[config.mk]
export PLATFORM = sky130hd
export DESIGN_NAME = sec_corrector_keyed
export DESIGN_NICKNAME = d
export VERILOG_FILES = /design/src/rtl/sec_corrector_keyed.sv
export SDC_FILE = /design/constraint.sdc
export NUM_CORES = 1
export LEC_CHECK = 0
export CAP_MARGIN = 5
export CELL_PAD_IN_SITES_DETAIL_PLACEMENT = 0
export CELL_PAD_IN_SITES_GLOBAL_PLACEMENT = 1
export CORE_MARGIN = 2
export CORE_UTILIZATION = 43
export CTS_CLUSTER_DIAMETER = 30
export DETAILED_ROUTE_END_ITERATION = 8
export PLACE_DENSITY = 0.87
export SYNTH_ARGS = -nofsm -noshare
export SYNTH_HDL_FRONTEND = slang
export SYNTH_SLANG_ARGS = --single-unit
[constraint.sdc]
create_clock -name clk_i -period 7.4 [get_ports clk_i]
set_input_delay 1.85 -clock clk_i [delete_from_list [all_inputs] [get_ports clk_i]]
set_output_delay 1.85 -clock clk_i [all_outputs]
set_load 0.01 [all_outputs]
[src/rtl/sec_corrector_keyed.sv]
// Pipelined single-error-correcting (Hamming) data corrector with key-based logic locking.
// Data sits on the non-power-of-2 Hamming positions 1..DATA_W+CHK_W, LSB first.
// Output data stays XOR-masked until the correct key has been shifted in serially.
//
// Ports:
//   clk_i, rst_i              clock (rising edge), asynchronous active-high reset
//   in_valid_i / in_ready_o   input stream handshake
//   in_data_i, in_chk_i       received data and check bits
//   corr_en_i                 1: correct, 0: bypass (syndrome forced to zero)
//   out_valid_o / out_ready_i output stream handshake
//   out_data_o                corrected (and, while locked, masked) data
//   out_corr_o                a data bit was flipped
//   out_chk_err_o             syndrome is a power of 2 (check-bit error)
//   out_uncorr_o              syndrome points beyond the codeword
//   key_load_i                start a key load (clears the bit counter)
//   key_vld_i, key_bit_i      serial key bit, MSB first
//   locked_o                  1 unless the correct key is loaded and no load is in progress
module sec_corrector_keyed #(
  parameter int unsigned         DATA_W    = 32,
  parameter int unsigned         CHK_W     = 6,
  parameter int unsigned         KEY_W     = 104,
  parameter logic [KEY_W-1:0]    KEY_VALUE = 104'hA5C3_0F96_3C5A_E1D2_7B48_96F0_1E
) (
  input  logic              clk_i,
  input  logic              rst_i,
  input  logic              in_valid_i,
  output logic              in_ready_o,
  input  logic [DATA_W-1:0] in_data_i,
  input  logic [CHK_W-1:0]  in_chk_i,
  input  logic              corr_en_i,
  output logic              out_valid_o,
  input  logic              out_ready_i,
  output logic [DATA_W-1:0] out_data_o,
  output logic              out_corr_o,
  output logic              out_chk_err_o,
  output logic              out_uncorr_o,
  input  logic              key_load_i,
  input  logic              key_vld_i,
  input  logic              key_bit_i,
  output logic              locked_o
);

  localparam int unsigned NPos    = DATA_W + CHK_W;
  localparam int unsigned NChunks = (KEY_W + DATA_W - 1) / DATA_W;
  localparam int unsigned PadW    = NChunks * DATA_W;
  localparam int unsigned CntW    = $clog2(KEY_W + 1);

  function automatic logic is_pow2(int unsigned v);
    return (v != 0) && ((v & (v - 1)) == 0);
  endfunction

  // Hamming position of data bit idx.
  function automatic int unsigned data_pos(int unsigned idx);
    int unsigned n;
    int unsigned res;
    n   = 0;
    res = 0;
    for (int unsigned p = 1; p <= NPos; p++) begin
      if (!is_pow2(p)) begin
        if (n == idx) res = p;
        n++;
      end
    end
    return res;
  endfunction

  // Data bits that contribute to check bit i.
  function automatic logic [DATA_W-1:0] col_mask(int unsigned i);
    logic [DATA_W-1:0] m;
    int unsigned       n;
    m = '0;
    n = 0;
    for (int unsigned p = 1; p <= NPos; p++) begin
      if (!is_pow2(p)) begin
        if (n < DATA_W && p[i]) m[n] = 1'b1;
        n++;
      end
    end
    return m;
  endfunction

  // XOR of DATA_W-bit chunks of k; the top chunk is zero-padded.
  function automatic logic [DATA_W-1:0] fold_key(logic [KEY_W-1:0] k);
    logic [PadW-1:0]   padded;
    logic [DATA_W-1:0] r;
    padded = PadW'(k);
    r      = '0;
    for (int unsigned c = 0; c < NChunks; c++) begin
      r ^= padded[c*DATA_W +: DATA_W];
    end
    return r;
  endfunction

  // key_reg resets to zero, so the reset mask is the fold of the key itself.
  localparam logic [DATA_W-1:0] ResetMask = fold_key(KEY_VALUE);

  typedef enum logic [1:0] {StLocked, StLoad, StUnlocked} key_state_e;

  key_state_e        state_q;
  logic [KEY_W-1:0]  key_q;
  logic [CntW-1:0]   cnt_q;
  logic [DATA_W-1:0] mask_q;
  logic              locked_q;

  logic              v1_q, v2_q;
  logic [DATA_W-1:0] data1_q;
  logic [CHK_W-1:0]  syn1_q;
  logic [DATA_W-1:0] out_data_q;
  logic              corr_q, chk_err_q, uncorr_q;

  logic              s1_rdy, s2_rdy, accept;
  logic [CHK_W-1:0]  chk_calc;
  logic [CHK_W-1:0]  syn_d;
  logic [DATA_W-1:0] flip;
  logic [KEY_W-1:0]  key_shift;
  logic              key_match;

  // ---------------------------------------------------------------------------
  // Syndrome and correction vector
  // ---------------------------------------------------------------------------
  for (genvar i = 0; i < CHK_W; i++) begin : g_chk
    localparam logic [DATA_W-1:0] ColMask = col_mask(i);
    assign chk_calc[i] = ^(in_data_i & ColMask);
  end

  assign syn_d = corr_en_i ? (chk_calc ^ in_chk_i) : '0;

  // Only non-power-of-2 positions within the codeword can match, so check-bit
  // errors and out-of-range syndromes leave the data untouched.
  for (genvar j = 0; j < DATA_W; j++) begin : g_flip
    localparam logic [CHK_W-1:0] PosJ = CHK_W'(data_pos(j));
    assign flip[j] = (syn1_q == PosJ);
  end

  // ---------------------------------------------------------------------------
  // Stream control
  // ---------------------------------------------------------------------------
  assign s2_rdy     = !v2_q || out_ready_i;
  assign s1_rdy     = !v1_q || s2_rdy;
  assign in_ready_o = s1_rdy && (state_q != StLoad);
  assign accept     = in_valid_i && in_ready_o;

  always_ff @(posedge clk_i or posedge rst_i) begin
    if (rst_i) begin
      v1_q    <= 1'b0;
      data1_q <= '0;
      syn1_q  <= '0;
    end else if (s1_rdy) begin
      v1_q <= accept;
      if (accept) begin
        data1_q <= in_data_i;
        syn1_q  <= syn_d;
      end
    end
  end

  always_ff @(posedge clk_i or posedge rst_i) begin
    if (rst_i) begin
      v2_q       <= 1'b0;
      out_data_q <= '0;
      corr_q     <= 1'b0;
      chk_err_q  <= 1'b0;
      uncorr_q   <= 1'b0;
    end else if (s2_rdy) begin
      v2_q <= v1_q;
      if (v1_q) begin
        // Mask is taken at S2 load, so words in flight during a key load
        // still see the pre-load mask.
        out_data_q <= (data1_q ^ flip) ^ ((state_q == StUnlocked) ? '0 : mask_q);
        corr_q     <= |flip;
        chk_err_q  <= is_pow2(32'(syn1_q));
        uncorr_q   <= 32'(syn1_q) > NPos;
      end
    end
  end

  assign out_valid_o   = v2_q;
  assign out_data_o    = out_data_q;
  assign out_corr_o    = corr_q;
  assign out_chk_err_o = chk_err_q;
  assign out_uncorr_o  = uncorr_q;

  // ---------------------------------------------------------------------------
  // Key FSM
  // ---------------------------------------------------------------------------
  assign key_shift = {key_q[KEY_W-2:0], key_bit_i};
  assign key_match = (key_shift == KEY_VALUE);

  always_ff @(posedge clk_i or posedge rst_i) begin
    if (rst_i) begin
      state_q  <= StLocked;
      key_q    <= '0;
      cnt_q    <= '0;
      mask_q   <= ResetMask;
      locked_q <= 1'b1;
    end else begin
      unique case (state_q)
        StLocked, StUnlocked: begin
          if (key_load_i) begin
            state_q  <= StLoad;
            locked_q <= 1'b1;
            // A bit arriving with key_load is the first bit of the new key.
            if (key_vld_i) begin
              key_q <= key_shift;
              cnt_q <= CntW'(1);
            end else begin
              cnt_q <= '0;
            end
          end
        end
        StLoad: begin
          if (key_load_i) begin
            // Restart the count only; key_q keeps shifting.
            if (key_vld_i) begin
              key_q <= key_shift;
              cnt_q <= CntW'(1);
            end else begin
              cnt_q <= '0;
            end
          end else if (key_vld_i) begin
            key_q <= key_shift;
            if (cnt_q == CntW'(KEY_W - 1)) begin
              cnt_q    <= '0;
              state_q  <= key_match ? StUnlocked : StLocked;
              locked_q <= !key_match;
              mask_q   <= fold_key(key_shift ^ KEY_VALUE);
            end else begin
              cnt_q <= cnt_q + CntW'(1);
            end
          end
        end
        default: begin
          state_q  <= StLocked;
          locked_q <= 1'b1;
        end
      endcase
    end
  end

  assign locked_o = locked_q;

endmodule

# Yosys cells after proc, flatten, opt, wreduce, memory -nomap -nowiden

Cells that the tools add are included.

Add/sub/neg operators: 2
Order comparisons: 1
Equality and inequality tests: 42
Muxes and demuxes: 22
Bitwise operators: 9
Reductions and logical operators: 26

Operator list:

| operator                                            | count |
|---|---|
| two-way mux 104 bit                                 | 2 |
| case mux 104 bit (2 select lines)                   | 1 |
| parity 32 bit                                       | 6 |
| bitwise XOR 32 bit                                  | 4 |
| equality test 104 bit, second input constant        | 1 |
| equality test 6 x 5 -> 1 bit, second input constant | 15 |
| inverter 52 bit                                     | 1 |
| equality test 6 x 4 -> 1 bit, second input constant | 7 |
| equality test 6 bit, second input constant          | 6 |
| bitwise AND 6 x 32 -> 32 bit                        | 1 |
| logical NOT 32 bit                                  | 1 |
| two-way mux 32 bit                                  | 1 |
| OR reduction 32 bit                                 | 1 |
| bitwise XOR 32 x 8 -> 32 bit                        | 1 |
| two-way mux 7 bit                                   | 4 |
| equality test 6 x 3 -> 1 bit, second input constant | 3 |
| case mux 7 bit (2 select lines)                     | 1 |
| two-way mux 2 bit                                   | 5 |
| inequality test 2 bit, second input constant        | 4 |
| AND reduction 4 bit                                 | 2 |
| adder 7 x 1 -> 7 bit, second input constant         | 1 |
| equality test 7 bit, second input constant          | 1 |
| subtractor 6 x 1 -> 7 bit, second input constant    | 1 |
| equality test 6 x 2 -> 1 bit, second input constant | 1 |
| 20 further kinds                                    | 31 |

Register bits after elaboration: 221
Output and inout port bits: 38

# Depth between registers and ports, before layout

Gate-level depths: netlist of the first run.

Depth in word-level cells: 6
Gate-level depth with buffers: 8
Gate-level depth less buffers: 6

# Worst setup path after synthesis of the first run

Ideal clock, no wire load.

Kind: input-to-output
Start: input out_ready_i
End: output in_ready_o
Data arrival time: 2.138 ns
Path slack: 3.412 ns
Stages: 2
Buffers on the path: 0
Cell sequence: nor2b_1 > a21oi_2

Word-level cells in the longest chain between the ends: 3

RTL lines:

| item              | line | text |
|---|---|---|
| start, declared   | 32   | `input logic out_ready_i,` |
| logical OR 1 bit  | 138  | `assign s2_rdy = !v2_q \|\| out_ready_i;` |
| logical OR 1 bit  | 139  | `assign s1_rdy = !v1_q \|\| s2_rdy;` |
| logical AND 1 bit | 140  | `assign in_ready_o = s1_rdy && (state_q != StLoad);` |
| end, declared     | 27   | `output logic in_ready_o,` |

Every way passes these cells.

# Worst setup path in the final report of the first run

Same ends and word-level chain as after synthesis.

==> flow_summary.yaml, run 1 <==
outcome:
  status: "complete, no violations"
clock_tree:
  post_cts_buffers: 0
  post_cts_resized: 0
  clkTransAtPathRegs_ps: 40
  h-tree-depth: 2
  cts_buffers: 40
  cts_tree: "yes"
  clockBufferDepth: 3
  cts_hold_buf: 0
  cts_root_buf: "clkbuf_16"
  clkSinkCount: 220
  clk_latency_ps: 510
power_and_ir_drop:
  p_per_area_nw_per_um2: 313.5
  total_leakage_power_nw: 5.868
  vdd_drop_max_mv: 0.1747
floorplanning:
  initial_core_util_pct: 43.69
  io_pins: 84
  core_area_um2: 25110
  die_h_um: 163.7
  rows: 58
  die_area_um2: 26800
  die_x_um: 163.7
sta:
  rsz0062_at_grt: "no"
  finalSetupTns_ps: 0
  fin_skew_ps: 9.718
  relSlewSlack_pct: 44.39
  fmax_mhz: 199.9
  setup_viol: 0
  holdWs_ps: 463.4
  hold_violations: 0
  slew_viol_final: 0
  tightest_slew_ps: 834.2
  fin_crit_sh_pct: 67.61
  period_needed_ps: 5003
setup_path:
  path_cells: "clkdlybuf4s50_1 > nor2b_1 > a21oi_2 > clkdlybuf4s50_1"
  cp.arrival_ps: 3150
  cp-end-kind: "output pin"
  cpMaxStageDelayCell: "clkdlybuf4s50_1"
  crit_path_max_fanout: 2
  crit_required_ps: 5550
  max_stage_delay_ps: 570
  start_kind: "input pin"
  cp_common_cell: "clkdlybuf4s50_1"
  worstSetupPathType: "in2out"
global_routing:
  grt_usage_pct: 18.15
  grt_max_degree: 71
  antenna_found_initial: 0
  grt.overflow.total: 0
  grt_pass1_vias: 7068
  grt_first_pass_wirelength_mm: 38.31
layout:
  areaGrowthSynthToFinish_pct: 23.27
  drive_gt1_share_pct: 16.09
  n_antenna_cell: 0
  finalInstanceArea_um2: 13520
  fin_nets: 1053
  final_util_pct: 53.85
route:
  wirelength_mm: 23.59
  final_antenna_net_count: 0
  routedWlPerCell_um: 17.25
  drtIter0Drc: 368
  drc: 0
  firstDrtPassIters: 4
  vias: 6926
  vias_per_cell: 5.063
synth:
  yosys.cell_types.count: 59
  synthesis.nets: 964
  syn_inst: 917
  synth-seq-cells: 220
  yosysSeqAreaShare_pct: 50.40
  synthArstFlopShare_pct: 100.0
  synthFlopType: "dfrtp_1"
  yosys_warnings: 0
  synth_edf_count: 0
  syn_area_um2: 10970
  avgSynthCellArea_um2: 11.96
placed_design:
  gp_congestion: 0.8162
  placed_cell_area_um2: 12060
  dp_hpwl_mm: 16.99
  portBuffers: 83
flow_run:
  maxCapViolations: 0
worst_hold_path:
  worstHoldPathType: "reg2reg"
## synth_stat cells, drive strengths merged (7+ instances only)
cell	number	area, um2
dfrtp	201	5030
xnor2	150	1355
mux2	148	1674
nand2	112	427.9
o21ai	60	300.3
xor2	37	331.6
buf	24	140.1
nor3	21	105.1
clkbuf	20	95.09
dfstp	19	499.2
nor4	11	83.83
nand2b	10	62.56
nand3	9	50.05
nand4	9	56.30
nor4bb	9	90.09
nor2	8	30.03
xnor3	8	181.4
a21oi	7	38.79
inv	7	26.28
o31ai	7	62.56
## sequential cells by signal (all words and copies together) (netlist names)
| signal | count |
|---|---|
| v1_q | 1 |
| key_q | 103 |
| state_q | 2 |
| locked_o | 1 |
| data1_q | 32 |
| out_chk_err_o | 1 |
| out_uncorr_o | 1 |
| cnt_q | 7 |
| out_valid_o | 1 |
| out_corr_o | 1 |
| out_data_o | 32 |
| mask_q | 32 |
| syn1_q | 6 |
## final cells by class
cell class	count	area [um2]
clock buffers	53	1110
clock inverters	21	356.6
fillers	2136	11590
inverters	7	30.03
multi-input cells	646	5192
flip-flops and latches	220	5529
well taps	330	412.9
repair buffers	91	890.9
## worst paths after layout
| path | startpoint | to | slack, ps | cells after the start |
|---|---|---|---|---|
| max | out_ready_i | in_ready_o | 2400 | 4 |
| min | locked_o$_DFFE_PP1P_ | locked_o$_DFFE_PP1P_ | 460 | 2 |
| max reg2reg | state_q[0]$_DFFE_PP0P_ | key_q[84]$_DFFE_PP0P_ | 5140 | 4 |
| min reg2reg | locked_o$_DFFE_PP1P_ | locked_o$_DFFE_PP1P_ | 460 | 2 |
| max in group asynchronous | rst_i | data1_q[18]$_DFFE_PP0P_ | 4360 | 3 |
| min in group asynchronous | rst_i | out_data_o[3]$_DFFE_PP0P_ | 1800 | 2 |
## cell usage in the layout, fill, tap and decap left out, types with 3 or more instances in the layout
| master | count |
|---|---|
| dfrtp_1 | 201 |
| xnor2_1 | 146 |
| nand2_1 | 110 |
| mux2_1 | 90 |
| clkdlybuf4s50_1 | 83 |
| mux2_2 | 56 |
| clkbuf_16 | 40 |
| xor2_1 | 36 |
| o21ai_1 | 35 |
| o21ai_0 | 24 |
| nor3_1 | 21 |
| dfstp_2 | 19 |
| nand2b_1 | 10 |
| nor4_1 | 10 |
| nor4bb_1 | 9 |
| nand4_1 | 9 |
| nand3_1 | 8 |
| nor2_1 | 8 |
| bufinv_16 | 8 |
| buf_4 | 8 |
| xnor3_1 | 7 |
| clkbuf_1 | 7 |
| nor2b_1 | 6 |
| inv_1 | 6 |
| a21oi_1 | 6 |
| clkbuf_8 | 6 |
| clkinvlp_4 | 5 |
| o31ai_1 | 5 |
| nor4b_1 | 5 |
| clkinv_2 | 4 |
| xnor2_2 | 3 |
| nand4b_1 | 3 |
| clkinv_8 | 3 |
## per-stage QoR
step	instances	setup slack, ps	power [mW]
2_1_floorplan	917	2697	2.027
3_3_place_gp	1294	2388	2.290
3_5_place_dp	1294	2400	2.314
4_1_cts	1368	2389	4.283
5_1_grt	1368	2313	4.431
6_report	1368	2397	4.239
## logic make-up after synthesis
logic type	Yosys count	share of synthesized area, %
flip-flops	220	50.40
adder cells (fa/ha/maj)	1	0.1140
multiplexers	148	15.26
AND/OR/NAND/NOR	213	9.992
XOR/XNOR	195	17.03
buffers and inverters	51	2.384
AO/OA/AOI/OAI	89	4.814
## power breakdown
group / switching, mW / total (mW) / internal, mW
Combinational: 0.363 / 0.757 / 0.394
Sequential: 0.170 / 1.54 / 1.37
Clock: 0.606 / 1.94 / 1.34
## per-layer routing
metal	wire, um	global-route usage [%]	share of wire, %
met1	10460	23.50	44
met5	0	0	0
met3	1021	3.460	4.3
met2	11550	31.00	49
met4	561	5.343	2.4
## worst max-delay path, delay by kind of cell
| family | cells | cell delay, ps |
|---|---|---|
| AO/OA/AOI/OAI | 1 | 200 |
| buffers and inverters | 2 | 1040 |
| AND/OR/NAND/NOR | 1 | 60 |
Power figures use the tool's default switching activity.
==> inputs of run 2 (changes only) <==
--- a/config.mk
+++ b/config.mk
@@ -9,10 +9,10 @@
 export CELL_PAD_IN_SITES_DETAIL_PLACEMENT = 0
 export CELL_PAD_IN_SITES_GLOBAL_PLACEMENT = 1
 export CORE_MARGIN = 2
-export CORE_UTILIZATION = 43
+export CORE_UTILIZATION = 48
 export CTS_CLUSTER_DIAMETER = 30
 export DETAILED_ROUTE_END_ITERATION = 8
-export PLACE_DENSITY = 0.87
+export PLACE_DENSITY = 0.91
 export SYNTH_ARGS = -nofsm -noshare
 export SYNTH_HDL_FRONTEND = slang
 export SYNTH_SLANG_ARGS = --single-unit
==> constraint.sdc (replaced) <==
create_clock -name clk_i -period 5.23 [get_ports clk_i]
set_input_delay 1.3075 -clock clk_i [delete_from_list [all_inputs] [get_ports clk_i]]
set_output_delay 1.3075 -clock clk_i [all_outputs]
set_load 0.01 [all_outputs]
==> flow_summary.yaml, run 2 (synthesis results as in run 1) <==
setup_path:
  crit_path_max_fanout: 2
  crit_required_ps: 3920
  start_kind: "input pin"
  worst-path-buf-inv: 2
  cp-end-kind: "output pin"
  cp.arrival_ps: 2620
  cp_common_cell: "clkdlybuf4s50_1"
  cpMaxStageDelayCell: "clkdlybuf4s50_1"
  crit_family: "buffers and inverters"
  path_cells: "clkdlybuf4s50_1 > nor2b_1 > a21oi_2 > clkdlybuf4s50_1"
  worstSetupPathType: "in2out"
  max_stage_delay_ps: 570
clock_tree:
  post_cts_resized: 0
  cts_tree: "yes"
  clkTransAtPathRegs_ps: 50
  cts_buffers: 39
  clk_latency_ps: 520
  cts_hold_buf: 0
  post_cts_buffers: 0
  h-tree-depth: 2
  clkSinkCount: 220
  cts_root_buf: "clkbuf_16"
  clockBufferDepth: 3
power_and_ir_drop:
  total_leakage_power_nw: 5.851
  vdd_drop_max_mv: 0.2047
  p_per_area_nw_per_um2: 428.9
floorplanning:
  die_h_um: 155.2
  core_area_um2: 22500
  io_pins: 84
  die_area_um2: 24080
  die_x_um: 155.2
  rows: 55
  initial_core_util_pct: 48.75
route:
  firstDrtPassIters: 4
  vias: 7000
  drtIter0Drc: 300
  top_layer_used: "met4"
  wirelength_mm: 24.03
  wl_met3_um: 967
  routedWlPerCell_um: 18.15
  vias_per_cell: 5.287
  final_antenna_net_count: 0
  drc: 0
  wl_met1_mm: 10.50
  route.met2.wl_mm: 11.79
worst_hold_path:
  worstHoldPathType: "reg2reg"
sta:
  fmax_mhz: 254.7
  fin_ws_ps: 1303
  setup_viol: 0
  hold_violations: 0
  period_needed_ps: 3927
  fin_skew_ps: 17.08
  finalSetupTns_ps: 0
  rsz0062_at_grt: "no"
  relSlewSlack_pct: 32.31
  tightest_slew_ps: 1013
  slew_viol_final: 0
  fin_crit_sh_pct: 75.08
flow_run:
  maxCapViolations: 0
layout:
  n_antenna_cell: 0
  final_cell_mix: "dfrtp_1, xnor2_1, nand2_1"
  finalInstanceArea_um2: 13420
  areaGrowthSynthToFinish_pct: 22.35
  regMostFlops: "key_q"
  final_util_pct: 59.64
  largest_reg_flops: 103
  fin_nets: 1057
  drive_gt1_share_pct: 16.36
  final_common_cell: "dfrtp_1"
outcome:
  status: "complete, no violations"
placed_design:
  portBuffers: 83
  gp_congestion: 0.8896
  placed_cell_area_um2: 12100
  place_ws_ps: 1304
  dp_hpwl_mm: 17.18
global_routing:
  grt_usage_pct: 20.49
  grt.overflow.total: 0
  grt_max_degree: 60
  grt_first_pass_wirelength_mm: 39.00
  grt_pass1_vias: 7259
  antenna_found_initial: 0
run 2: cell count changes in the layout (fill, tap and decap cells not counted), moves of 2 or more:
| cell | before | now |
|---|---|---|
| clkinv_4 | 1 | 5 |
| buf_12 | 0 | 5 |
| inv_6 | 1 | 3 |
| clkbuf_1 | 7 | 5 |
| bufinv_16 | 8 | 3 |
run 2: final timing paths:
check / from / endpoint / slack [ps] / cells after the start
max in group asynchronous: rst_i / out_data_o[14]$_DFFE_PP0P_ / 2830 / 4
min in group asynchronous: rst_i / out_data_o[10]$_DFFE_PP0P_ / 1390 / 2
max reg2reg: cnt_q[0]$_DFFE_PP0P_ / mask_q[0]$_DFFE_PP0P_ / 2590 / 7
min reg2reg: mask_q[19]$_DFFE_PP1P_ / mask_q[19]$_DFFE_PP1P_ / 460 / 2
max: out_ready_i / in_ready_o / 1300 / 4
min: mask_q[19]$_DFFE_PP1P_ / mask_q[19]$_DFFE_PP1P_ / 460 / 2
run 2: worst reg2reg max path, cell delays in order, from the launching register on:
cell and delay, ps:
dfrtp_1 420, ha_1 260, nand2_1 130, nor4_4 430, nand3_2 670, buf_4 450, nand2_1 80, o21ai_1 60
run 2: final cells by class:
cell class	instances	area (um2)
Clock buffer	51	1091
Clock inverter	19	230.2
Fill cell	1778	9082
Inverter	7	30.03
Multi-Input combinational cell	646	5192
Sequential cell	220	5529
Tap cell	285	356.6
Timing Repair Buffer	96	991.0
run 2: report_power, final:
group / internal (mW) / switching [mW]
combinational: 0.566 / 0.523
sequential: 1.93 / 0.239
clock: 1.63 / 0.864
run 2: metal layers:
| layer | GRT usage (%) | vias to the layer above |
|---|---|---|
| li1 | - | 3360 |
| met1 | 26.09 | 3425 |
| met2 | 34.98 | 162 |
| met3 | 3.593 | 53 |
| met4 | 8.126 | 0 |
| met5 | 0 | - |
run 2: per-stage QoR:
step	hold slack [ps]	total power [mW]	std cells
after floorplan	442.4	2.868	917
after global placement	452.0	3.244	1254
final	461.9	5.756	1324
after detailed placement	455.3	3.280	1254
after CTS	462.7	5.798	1324
after global routing	471.2	6.006	1324
==> inputs of run 3 (changes only) <==
==> constraint.sdc (replaced) <==
create_clock -name clk_i -period 4 [get_ports clk_i]
set_input_delay 1 -clock clk_i [delete_from_list [all_inputs] [get_ports clk_i]]
set_output_delay 1 -clock clk_i [all_outputs]
set_load 0.01 [all_outputs]
==> flow_summary.yaml, run 3 (synthesis results as in run 1) <==
sta:
  rsz0062_at_grt: "no"
  fin_crit_sh_pct: 83.27
  setup_viol: 0
  period_needed_ps: 3331
  fin_ws_ps: 669.0
  tightest_slew_ps: 868.8
  relSlewSlack_pct: 41.96
  fin_skew_ps: 18.06
  slew_viol_final: 0
  hold_violations: 0
  finalSetupTns_ps: 0
  fmax_mhz: 300.2
layout:
  fin_nets: 1052
  areaGrowthSynthToFinish_pct: 20.90
  final_common_cell: "dfrtp_1"
  largest_reg_flops: 103
  final_util_pct: 58.93
  finalNonFillerCells: 1319
  regArea_um2: 5529
  finalInstanceArea_um2: 13260
  final_cell_mix: "dfrtp_1, xnor2_1, nand2_1"
  drive_gt1_share_pct: 15.86
  n_antenna_cell: 0
  multi_input_area_um2: 5192
  fill_cells: 1798
  regMostFlops: "key_q"
clock_tree:
  clkSinkCount: 220
  post_cts_buffers: 0
  post_cts_resized: 0
  cts_buffers: 37
  cts_tree: "yes"
  h-tree-depth: 2
  clk_latency_ps: 510
  clkTransAtPathRegs_ps: 50
  clockBufferDepth: 3
  cts_hold_buf: 0
  cts_root_buf: "clkbuf_16"
setup_path:
  worstSetupPathType: "in2out"
  cp-end-kind: "output pin"
  rrSetupSlack_ps: 1870
  worstReg2RegEnd: "out_data_o[18]$_DFFE_PP0P_"
  r2r_start: "syn1_q[5]$_DFFE_PP0P_"
  crit_path_max_fanout: 2
  reg2regPathDepth: 5
  start_kind: "input pin"
  crit_required_ps: 3000
  cp.arrival_ps: 2330
global_routing:
  gr-usage-met2_pct: 34.43
  grt_pass1_vias: 7153
  grt_usage_pct: 20.18
  grt-busiest-layer: "met2"
  grt_util_met1_pct: 25.83
  antenna_found_initial: 0
  grt.overflow.total: 0
  grt_first_pass_wirelength_mm: 38.34
  grt_max_degree: 104
  grt_use_met3_pct: 3.983
route:
  vias_per_cell: 5.255
  firstDrtPassIters: 5
  vias: 6931
  drc: 0
  final_antenna_net_count: 0
  wirelength_mm: 23.43
  routedWlPerCell_um: 17.77
  drtIter0Drc: 316
floorplanning:
  die_x_um: 155.2
  die_area_um2: 24080
  io_pins: 84
  rows: 55
  initial_core_util_pct: 48.75
  die_h_um: 155.2
  core_area_um2: 22500
worst_hold_path:
  whs_endpoint: "mask_q[6]$_DFFE_PP1P_"
  hold_depth: 2
  worstHoldPathType: "reg2reg"
  min_from: "mask_q[6]$_DFFE_PP1P_"
power_and_ir_drop:
  vdd_drop_max_mv: 0.3022
  p_per_area_nw_per_um2: 545.9
  total_leakage_power_nw: 5.776
placed_design:
  gp_congestion: 0.8831
  portBuffers: 83
  dp_hpwl_mm: 16.82
  placedCellCount: 1251
  place_ws_ps: 660.6
  placed_cell_area_um2: 12060
flow_run:
  maxCapViolations: 0
outcome:
  status: "complete, no violations"
## run 3: cell count changes in the layout (fill, tap and decap cells not counted)
cell	previous run	this run
inv_6	3	6
clkbuf_8	7	4
clkinv_2	3	6
clkbuf_16	39	37
buf_4	8	6
clkinv_4	5	3
clkbuf_1	5	6
buf_12	5	4
bufinv_16	3	1
## run 3: power breakdown
part / internal [mW] / switching [mW]
combinational: 0.736 / 0.676
clock: 1.87 / 1.12
sequential: 2.53 / 0.314
## run 3: through the flow
| stage | hold WS, ps | total power, mW |
|---|---|---|
| after global placement | 450.9 | 4.235 |
| after detailed placement | 453.3 | 4.284 |
| final | 459.2 | 7.240 |
| after floorplan | 442.4 | 3.751 |
| after CTS | 461.5 | 7.303 |
| after global routing | 475.5 | 7.581 |
## run 3: worst max-delay path by stage
stage,to,startpoint,depth (start not counted)
finish,in_ready_o,out_ready_i,4
floorplan,cnt_q[0]$_DFFE_PP0P_,rst_i,1
global route,in_ready_o,out_ready_i,4
detailed placement,in_ready_o,out_ready_i,4
global placement,in_ready_o,out_ready_i,4
CTS,in_ready_o,out_ready_i,4
## run 3: cell type report
class                   instances  share of cell area (%)
flip-flops and latches        220                   41.69
multi-input cells             646                   39.15
clock buffers                  47                   7.567
repair buffers                 93                   7.208
well taps                     285                   2.689
clock inverters                21                   1.462
inverters                       7                  0.2264
## run 3: per-layer routing
| metal | wire length, um | up-vias | share of wire, % |
|---|---|---|---|
| li1 | - | 3344 | - |
| met2 | 11630 | 150 | 50 |
| met1 | 10150 | 3402 | 43 |
| met5 | 0 | - | 0 |
| met3 | 1006 | 35 | 4.3 |
| met4 | 654 | 0 | 2.8 |
## run 3: worst max-delay path, cell delays in order
cell	delay, ps
clkdlybuf4s50_1	470
nor2b_1	70
a21oi_2	220
clkdlybuf4s50_1	570
